File: src/rtl/clock_time_keeper_pkg.sv
// Shared definitions for the 24-hour clock time keeper.
// Holds the blank digit code, the field-select encodings used by set_sel,
// and the BCD terminal values used to build the hour and minute digits.
package clock_time_keeper_pkg;

  // Digit code sent to a seven-segment decoder to show nothing
  localparam logic [3:0] BLANK_CODE = 4'b1111;

  // Field selected for adjustment while in time-setting mode
  typedef enum logic {
    SEL_MIN = 1'b0,
    SEL_HR  = 1'b1
  } sel_e;

  // BCD terminal values: any ones digit, minutes tens, hours tens,
  // and the hours ones digit once the hours tens digit has reached 2
  localparam logic [3:0] ONES_MAX        = 4'd9;
  localparam logic [3:0] MIN_TENS_MAX    = 4'd5;
  localparam logic [3:0] HR_TENS_MAX     = 4'd2;
  localparam logic [3:0] HR_ONES_MAX_TOP = 4'd3;

  // Default terminal value of the seconds counter
  localparam int unsigned SEC_MAX_DEFAULT = 59;

endpackage

File: src/rtl/clock_time_keeper_bcd_digit_counter.sv
// One BCD digit of the clock.
// Counts 0..MAX_VAL on each enabled clock, wrapping to 0 and raising carry_o
// in the same cycle it wraps. wrap_i forces an early wrap, which lets the
// hours ones digit roll over at 3 when the hours tens digit is 2.
// Ports:
//   clk_i    - system clock
//   reset_i  - asynchronous active-high reset, digit returns to 0
//   en_i     - count enable for this cycle
//   wrap_i   - treat the current value as terminal
//   digit_o  - current BCD digit
//   carry_o  - combinational carry, high when enabled and wrapping
module bcd_digit_counter
  import clock_time_keeper_pkg::*;
#(
  parameter logic [3:0] MAX_VAL = ONES_MAX
) (
  input  logic       clk_i,
  input  logic       reset_i,
  input  logic       en_i,
  input  logic       wrap_i,
  output logic [3:0] digit_o,
  output logic       carry_o
);

  logic [3:0] digit_q;
  logic [3:0] digit_d;
  logic       at_top;

  // Next digit value and carry toward the next more-significant digit
  always_comb begin
    at_top  = (digit_q == MAX_VAL) || wrap_i;
    carry_o = en_i && at_top;
    digit_d = digit_q;
    if (en_i) begin
      digit_d = at_top ? 4'd0 : digit_q + 4'd1;
    end
  end

  // Digit register, cleared immediately by reset
  always_ff @(posedge clk_i or posedge reset_i) begin
    if (reset_i) begin
      digit_q <= 4'd0;
    end else begin
      digit_q <= digit_d;
    end
  end

  assign digit_o = digit_q;

endmodule

File: src/rtl/clock_time_keeper.sv
// 24-hour BCD time keeper with time-setting mode and flashing field.
// Seconds are an internal binary counter; hours and minutes are four BCD
// digit counters. Display outputs are registered one clock behind the time
// state, with the selected field blanked on alternate flash phases.
// Ports:
//   clk_i                    - system clock
//   reset_i                  - asynchronous active-high reset
//   tick_1hz_i               - once-per-second enable pulse
//   flash_tick_i             - flash rate pulse (one per half flash period)
//   set_mode_i               - 1 = time-setting mode, 0 = run mode
//   set_sel_i                - field being set: 0 = minutes, 1 = hours
//   inc_i                    - increment pulse for the selected field
//   hr_tens_o .. min_ones_o  - BCD digits or BLANK_CODE, one per decoder
//   colon_o                  - colon separator enable
module clock_time_keeper #(
  parameter logic [3:0]  BLANK_CODE = clock_time_keeper_pkg::BLANK_CODE,
  parameter int unsigned SEC_MAX    = clock_time_keeper_pkg::SEC_MAX_DEFAULT
) (
  input  logic       clk_i,
  input  logic       reset_i,
  input  logic       tick_1hz_i,
  input  logic       flash_tick_i,
  input  logic       set_mode_i,
  input  logic       set_sel_i,
  input  logic       inc_i,
  output logic [3:0] hr_tens_o,
  output logic [3:0] hr_ones_o,
  output logic [3:0] min_tens_o,
  output logic [3:0] min_ones_o,
  output logic       colon_o
);

  import clock_time_keeper_pkg::*;

  logic [5:0] sec_q;
  logic [5:0] sec_d;
  logic       mode_q;
  logic       sel_q;
  logic       flash_q;
  logic       flash_d;
  logic       sec_wrap;

  logic [3:0] hr_tens;
  logic [3:0] hr_ones;
  logic [3:0] min_tens;
  logic [3:0] min_ones;
  logic       min_ones_en;
  logic       min_ones_carry;
  logic       min_tens_carry;
  logic       hr_ones_en;
  logic       hr_ones_wrap;
  logic       hr_ones_carry;
  logic       unused_day_carry;
  logic       blank_hr;
  logic       blank_min;

  // Seconds and flash phase next state. Setting mode pins seconds at 0 and
  // ignores tick_1hz; the flash phase only runs while setting, and the
  // first set-mode cycle (mode_q still low) restarts it from visible.
  always_comb begin
    sec_wrap = !set_mode_i && tick_1hz_i && (sec_q == 6'(SEC_MAX));
    sec_d    = sec_q;
    flash_d  = 1'b0;
    if (set_mode_i) begin
      sec_d = 6'd0;
      if (mode_q && flash_tick_i) begin
        flash_d = ~flash_q;
      end else if (mode_q) begin
        flash_d = flash_q;
      end
    end else if (tick_1hz_i) begin
      sec_d = sec_wrap ? 6'd0 : sec_q + 6'd1;
    end
  end

  // Digit enables: in run mode carries ripple from seconds up to hours; in
  // setting mode inc drives only the selected field and the minutes carry
  // is not allowed to reach the hours.
  always_comb begin
    min_ones_en  = sec_wrap || (set_mode_i && (set_sel_i == SEL_MIN) && inc_i);
    hr_ones_en   = (!set_mode_i && min_tens_carry) ||
                   (set_mode_i && (set_sel_i == SEL_HR) && inc_i);
    hr_ones_wrap = (hr_tens == HR_TENS_MAX) && (hr_ones == HR_ONES_MAX_TOP);
  end

  // Time state and sampled mode/select, cleared immediately by reset
  always_ff @(posedge clk_i or posedge reset_i) begin
    if (reset_i) begin
      sec_q   <= 6'd0;
      mode_q  <= 1'b0;
      sel_q   <= 1'b0;
      flash_q <= 1'b0;
    end else begin
      sec_q   <= sec_d;
      mode_q  <= set_mode_i;
      sel_q   <= set_sel_i;
      flash_q <= flash_d;
    end
  end

  bcd_digit_counter #(.MAX_VAL(ONES_MAX)) u_min_ones (
    .clk_i   (clk_i),
    .reset_i (reset_i),
    .en_i    (min_ones_en),
    .wrap_i  (1'b0),
    .digit_o (min_ones),
    .carry_o (min_ones_carry)
  );

  bcd_digit_counter #(.MAX_VAL(MIN_TENS_MAX)) u_min_tens (
    .clk_i   (clk_i),
    .reset_i (reset_i),
    .en_i    (min_ones_carry),
    .wrap_i  (1'b0),
    .digit_o (min_tens),
    .carry_o (min_tens_carry)
  );

  bcd_digit_counter #(.MAX_VAL(ONES_MAX)) u_hr_ones (
    .clk_i   (clk_i),
    .reset_i (reset_i),
    .en_i    (hr_ones_en),
    .wrap_i  (hr_ones_wrap),
    .digit_o (hr_ones),
    .carry_o (hr_ones_carry)
  );

  bcd_digit_counter #(.MAX_VAL(HR_TENS_MAX)) u_hr_tens (
    .clk_i   (clk_i),
    .reset_i (reset_i),
    .en_i    (hr_ones_carry),
    .wrap_i  (1'b0),
    .digit_o (hr_tens),
    .carry_o (unused_day_carry)
  );

  // The selected field blanks only while setting and in the hidden phase
  always_comb begin
    blank_hr  = mode_q && flash_q && (sel_q == SEL_HR);
    blank_min = mode_q && flash_q && (sel_q == SEL_MIN);
  end

  // Registered display outputs, one clock behind the time state. The colon
  // follows seconds parity in run mode and stays lit while setting.
  always_ff @(posedge clk_i or posedge reset_i) begin
    if (reset_i) begin
      hr_tens_o  <= 4'd0;
      hr_ones_o  <= 4'd0;
      min_tens_o <= 4'd0;
      min_ones_o <= 4'd0;
      colon_o    <= 1'b1;
    end else begin
      hr_tens_o  <= blank_hr  ? BLANK_CODE : hr_tens;
      hr_ones_o  <= blank_hr  ? BLANK_CODE : hr_ones;
      min_tens_o <= blank_min ? BLANK_CODE : min_tens;
      min_ones_o <= blank_min ? BLANK_CODE : min_ones;
      colon_o    <= mode_q ? 1'b1 : ~sec_q[0];
    end
  end

endmodule

File: config.mk
export PLATFORM = sky130hd
export DESIGN_NAME = clock_time_keeper
export DESIGN_NICKNAME = d
export VERILOG_FILES = /design/src/rtl/clock_time_keeper_pkg.sv /design/src/rtl/clock_time_keeper_bcd_digit_counter.sv /design/src/rtl/clock_time_keeper.sv
export SDC_FILE = /design/constraint.sdc
export NUM_CORES = 1
export LEC_CHECK = 0
export BUFFER_PORTS_ARGS = -buffer_cell sky130_fd_sc_hd__buf_2
export CORE_MARGIN = 1.5
export CORE_UTILIZATION = 45
export DETAILED_ROUTE_END_ITERATION = 8
export GPL_TIMING_DRIVEN = 0
export SETUP_SLACK_MARGIN = 0.4
export SLEW_MARGIN = 15
export SYNTH_ARGS = -nofsm -noshare
export SYNTH_HDL_FRONTEND = slang
export SYNTH_SLANG_ARGS = --single-unit
File: constraint.sdc
create_clock -name clk_i -period 2.7 [get_ports clk_i]
set_clock_uncertainty 0.2 [all_clocks]
set_input_delay 0.27 -clock clk_i [delete_from_list [all_inputs] [get_ports clk_i]]
set_output_delay 0.27 -clock clk_i [all_outputs]
set_load 0.005 [all_outputs]
# Word level (Yosys, flattened, before mapping)
# Cells that the tools add are included.
# W data, S select, Z words.
[classes]
n_mux = 15
addsub = 5
n_bitwise = 4
reduce_logical = 20
n_eq_ne = 7
[ops]
columns = ["cell", "n"]
rows = [
  ["$mux W4", 8],
  ["$mux W6", 3],
  ["$add A4 B1 Y4 const B", 4],
  ["$logic_and A1 B1 Y1", 15],
  ["$eq A4 B2 Y1 const B", 2],
  ["$eq A4 B4 Y1 const B", 2],
  ["$add A6 B1 Y6 const B", 1],
  ["$eq A6 B6 Y1 const B", 1],
  ["$eq A4 B3 Y1 const B", 1],
  ["$mux W1", 4],
  ["$not A1 Y1", 4],
  ["$logic_or A1 B1 Y1", 3],
  ["$ne A3 B2 Y1 const B", 1],
  ["$reduce_bool A2 Y1", 1],
  ["$logic_not A1 Y1", 1],
]
[word_totals]
ff_bits = 42
out_inout_bits = 17

# Depth between registers and ports, before layout
[logic_depth]
word_depth = 9
mapped_depth = 7

# Cells and area by module
# From an unflattened synthesis, not the netlist that was laid out.
[hier_totals]
hier_cells = 170
area_unflattened_um2 = 1936.9
[modules_own_cells]
columns = ["module", "instances", "area_per_inst_um2", "cells_per_inst"]
rows = [
  ["clock_time_keeper", 1, 1041.0, 86],
  ["bcd_digit_counter (u_hr_ones ...)", 2, 225.2, 21],
  ["bcd_digit_counter (u_hr_tens)", 1, 225.2, 20],
  ["bcd_digit_counter (u_min_tens)", 1, 220.2, 22],
]

# Least setup slack after synthesis
# No wires, ideal clock.
[synth_path]
kind = "register to register"
start = "register sec_q[0]"
end = "register u_hr_tens.digit_q[1], in the netlist u_hr_tens.digit_o[1]"
n_path_buf = 1
arrival_ns = 1.623
required_time_ns = 2.371
slack_ns = 0.748
path_stages_with_launch = 8
cell_sequence = "dfrtp_1 -> ha_1 -> nand2b_4 -> o32ai_4 -> a31oi_4 -> buf_6 -> o31ai_1 -> o21ai_1"
[synth_via]
elab_chain_cells = 8
[synth_lines]
columns = ["element", "line", "source"]
rows = [
  ["from (decl)", "clock_time_keeper.sv:35", "logic [5:0] sec_q;"],
  ["from (signal assigned)", "clock_time_keeper.sv:89", "sec_q <= 6'd0;"],
  ["from (signal assigned)", "clock_time_keeper.sv:94", "sec_q <= sec_d;"],
  ["$eq A6 B6 Y1", "clock_time_keeper.sv:61", "sec_wrap = !set_mode_i && tick_1hz_i && (sec_q == 6'(SEC_MAX));"],
  ["$logic_and A1 B1 Y1", "clock_time_keeper.sv:61", ""],
  ["$logic_or A1 B1 Y1", "clock_time_keeper.sv:80", "min_ones_en = sec_wrap || (set_mode_i && (set_sel_i == SEL_MIN) && inc_i);"],
  ["$logic_and A1 B1 Y1 (2 in series)", "clock_time_keeper_bcd_digit_counter.sv:32", "carry_o = en_i && at_top;"],
  ["$logic_and A1 B1 Y1", "clock_time_keeper.sv:81", "hr_ones_en = (!set_mode_i && min_tens_carry) ||"],
  ["$logic_or A1 B1 Y1", "clock_time_keeper.sv:81", ""],
  ["$logic_and A1 B1 Y1", "clock_time_keeper_bcd_digit_counter.sv:32", ""],
  ["to (signal assigned)", "clock_time_keeper_bcd_digit_counter.sv:44", "digit_q <= digit_d;"],
  ["to (decl)", "clock_time_keeper_bcd_digit_counter.sv:25", "logic [3:0] digit_q;"],
]
# No other way between the ends.
# A chain may end at the register's enable or synchronous reset.

# Worst setup path in the final report
[layout_path]
start = "input set_mode_i"
end = "register u_hr_tens.digit_q[1], in the netlist u_hr_tens.digit_o[1]"
[layout_via]
elab_chain_cells = 9
elab_cells_between_ends = 13
classes_between = "reduce/logical: 13"
[layout_lines]
columns = ["element", "line", "source"]
rows = [
  ["from (decl)", "clock_time_keeper.sv:23", "input logic set_mode_i,"],
  ["$logic_not A1 Y1", "clock_time_keeper.sv:61, clock_time_keeper.sv:81", ""],
  ["$logic_and A1 B1 Y1 (2 in series)", "clock_time_keeper.sv:61", ""],
  ["$logic_or A1 B1 Y1", "clock_time_keeper.sv:80", ""],
  ["$logic_and A1 B1 Y1 (2 in series)", "clock_time_keeper_bcd_digit_counter.sv:32", ""],
  ["$logic_and A1 B1 Y1", "clock_time_keeper.sv:81", ""],
  ["$logic_or A1 B1 Y1 (*)", "clock_time_keeper.sv:81", ""],
  ["$logic_and A1 B1 Y1 (*)", "clock_time_keeper_bcd_digit_counter.sv:32", ""],
]
# Every way passes the cells marked *; elsewhere a longest branch is shown, timed or not.

==> impl_metrics.toml <==
[yosys]
netlist_area_mm2 = 0.00184
ys_warn_count = 0
yosysTopAreaCellShare = 0.559
ys_top_cells_by_count = "dfrtp_1 (41), nand2b_1 (19), nand2_1 (13)"
synth_ff_type = "dfrtp_1"
synth-seq-cells = 42
synth-async-reset-ratio = 1.00
synthTopCellsByArea = "dfrtp_1 (56%), nand2b_1 (6.5%), o21ai_0 (3.0%)"
syn_inst = 158
synth_nets = 168
synth_cell_types = 35
avgSynthCellArea_um2 = 11.6
synth-edff-count = 0
seq_area_frac_synth = 0.573
synthMostInstantiatedCell = "dfrtp_1"
yosysTopAreaCell = "dfrtp_1"

[power_and_ir_drop]
pwr-share-seq = 0.534
pwr-share-comb = 0.251
p_per_area_mw_per_mm2 = 830
finalPower_uw = 1790
sw_frac_of_total = 0.308
cellInternalPower_uw = 1240
p_clk_frac = 0.214
vdd_drop_max_v = 0.000365
switchingPower_uw = 549
p_leak_uw = 0.00103

[timing]
setup_viol = 0
tns_ns = 0
timing.final.crit_period_ns = 2.13
relSlewSlack = 0.669
rsz0062_at_grt = "no"
timing.final.crit_share = 0.788
final_max_slew_viol_count = 0
setup_ws_ns = 0.571
worst_hold_slack_ns = 0.123
fmax_mhz = 470
hold_viol = 0
worst_pin_slew_ns = 0.496

[clock_network]
insertion_delay_ns = 0.29
cts_buffer_depth = 2
path_clk_slew_ns = 0.07
htreeDepth = 2
cts_buffers = 5
cts_root_buffer = "clkbuf_8"
clock_sinks = 42
cts_tree = "built"
cts_resized = 0

[worst_setup_path]
r2r-end = "u_hr_tens.digit_o[1]"
worst-r2r-cell-count = 7
required_ns = 2.68
regToRegStartpoint = "sec_q[0]"
worstSetupEndpointType = "register"
rrSetupSlack_ns = 0.63
max_stage_delay_ns = 0.53
crit_path_max_fanout = 10
crit_path_cell_trace = "dlygate4sd3_1, buf_2, nand2b_4, o32ai_4, a31oi_4, buf_6, o31ai_1, o21ai_1"
crit_type = "in -> reg"
critical_path_arrival_ns = 2.10
worst_path_max_delay_cell = "dlygate4sd3_1"
startpoint_type = "input pin"

[grt]
grtUsageTotal = 0.163
grt_max_degree = 31
grt_pass1_vias = 1244
grt_pass1_wl_um = 5330
overflow = 0
antenna_found_initial = 0

[routing]
drt_first_pass_iters = 4
drtIter0Drc = 61
drc_errors = 0
totalWireLength_um = 3040
wl_per_cell_um = 12.5
vias_per_cell = 5.06
final_antenna_net_count = 0
num_vias = 1234

[cells_and_area]
area_delta_synth_final_pct = 17.2
antenna_cells = 0
ff_latch_area_mm2 = 0.00105
final_core_util = 0.542
final_nets = 203
drive_above_1_share = 0.222
multiInputGateArea_um2 = 754
fillers = 359

[floorplanning]
die-area_mm2 = 0.00447
die_h_um = 66.9
ioPinCount = 24
initial_utilization = 0.463
die_w_um = 66.9
coreArea_mm2 = 0.00397
rows = 23

[placement]
dpl.hpwl_um = 2200
port_buffers = 23
gp_congestion = 0.762
preCtsSetupSlack_ns = 0.565

[min_path]
min_path_cells = 3
min_path_type = "in -> reg"
hold_path.startpoint = "flash_tick_i"
hold_end = "flash_q"

[run_status]
status = "finished, final reports clean"

[flow_run]
cap_violations = 0
## repair_timing
item | 4_1_cts | 5_1_grt
hold buffers | 3 | 0
hold endpoints to repair | 14 | 0
setup buffers | 0 | 1
endpoints found under the setup margin | 0 | 1
## cell type report
type                            instances  share of cell area
Sequential cell                        42               0.489
Clock buffer                            8              0.0372
Buffer                                  1             0.00523
Inverter                                5             0.00872
Timing Repair Buffer                   28              0.0802
Tap cell                               50              0.0291
Multi-Input combinational cell        110               0.351
## per-layer routing
layer,track usage,vias to the layer above,share of wire
li1,-,611,-
met1,0.181,591,0.44
met2,0.274,24,0.49
met3,0.0422,8,0.039
met4,0.105,0,0.029
met5,0,-,0
## metrics by stage
stage	instance area, µm²	cells
6_report	2150	244
5_1_grt	2150	244
4_1_cts	2140	243
3_5_place_dp	2030	232
3_3_place_gp	2010	231
2_1_floorplan	1840	158
## worst max path at each step
stage	to	cells after the start	start
after floorplan	u_hr_tens.digit_o[1]	7	sec_q[0]
after global placement	u_hr_tens.digit_o[1]	7	sec_q[0]
after detailed placement	u_hr_tens.digit_o[1]	7	sec_q[0]
after CTS	u_hr_tens.digit_o[1]	8	set_mode_i
after global routing	u_hr_tens.digit_o[1]	8	set_mode_i
final	u_hr_tens.digit_o[1]	8	set_mode_i
## critical path, delay by kind of cell
kind                   cells  cell delay, ns
buffers and inverters      3            0.87
AOI/OAI and AO/OA          4            0.81
and+or+nand+nor            1            0.16
## state kept, by name, indices dropped and copies added, names as in the netlist, 4 cells and up
name                cells
sec_q                   6
u_hr_tens.digit_o       4
u_hr_ones.digit_o       4
min_tens_o              4
min_ones_o              4
hr_ones_o               4
hr_tens_o               4
u_min_tens.digit_o      4
u_min_ones.digit_o      4
## power by group through the flow
stage,Combinational [µW],Clock [µW],Sequential [µW]
6_report,449,383,954
5_1_grt,509,422,994
4_1_cts,459,397,955
3_5_place_dp,452,0,968
3_3_place_gp,441,0,957
2_1_floorplan,296,0,951
## cells by family (layout without fill, tap and decap cells)
group / after synthesis / after routing / share of synthesized area
DFF: 42 / 42 / 0.573
muxes: 1 / 1 / 0.00613
and+or+nand+nor: 70 / 70 / 0.227
xor gates and xnor gates: 8 / 8 / 0.0381
adders and majority gates: 3 / 3 / 0.0204
AOI/OAI and AO/OA: 28 / 28 / 0.119
buffers and inverters: 6 / 42 / 0.0163
## layout by cell type, fill, tap and decap left out, drive strengths merged, types with 3 or more instances in the layout
cell type,instances
nand2,13
nand2b,21
clkbuf,8
xnor2,3
nor3,3
o21ai,13
dfrtp,41
buf,26
ha,3
nand3,8
o31ai,4
nor2b,5
xor2,5
dlygate4sd3,3
nor2,8
and3,5
inv,5
Power figures use the tool's default switching activity.
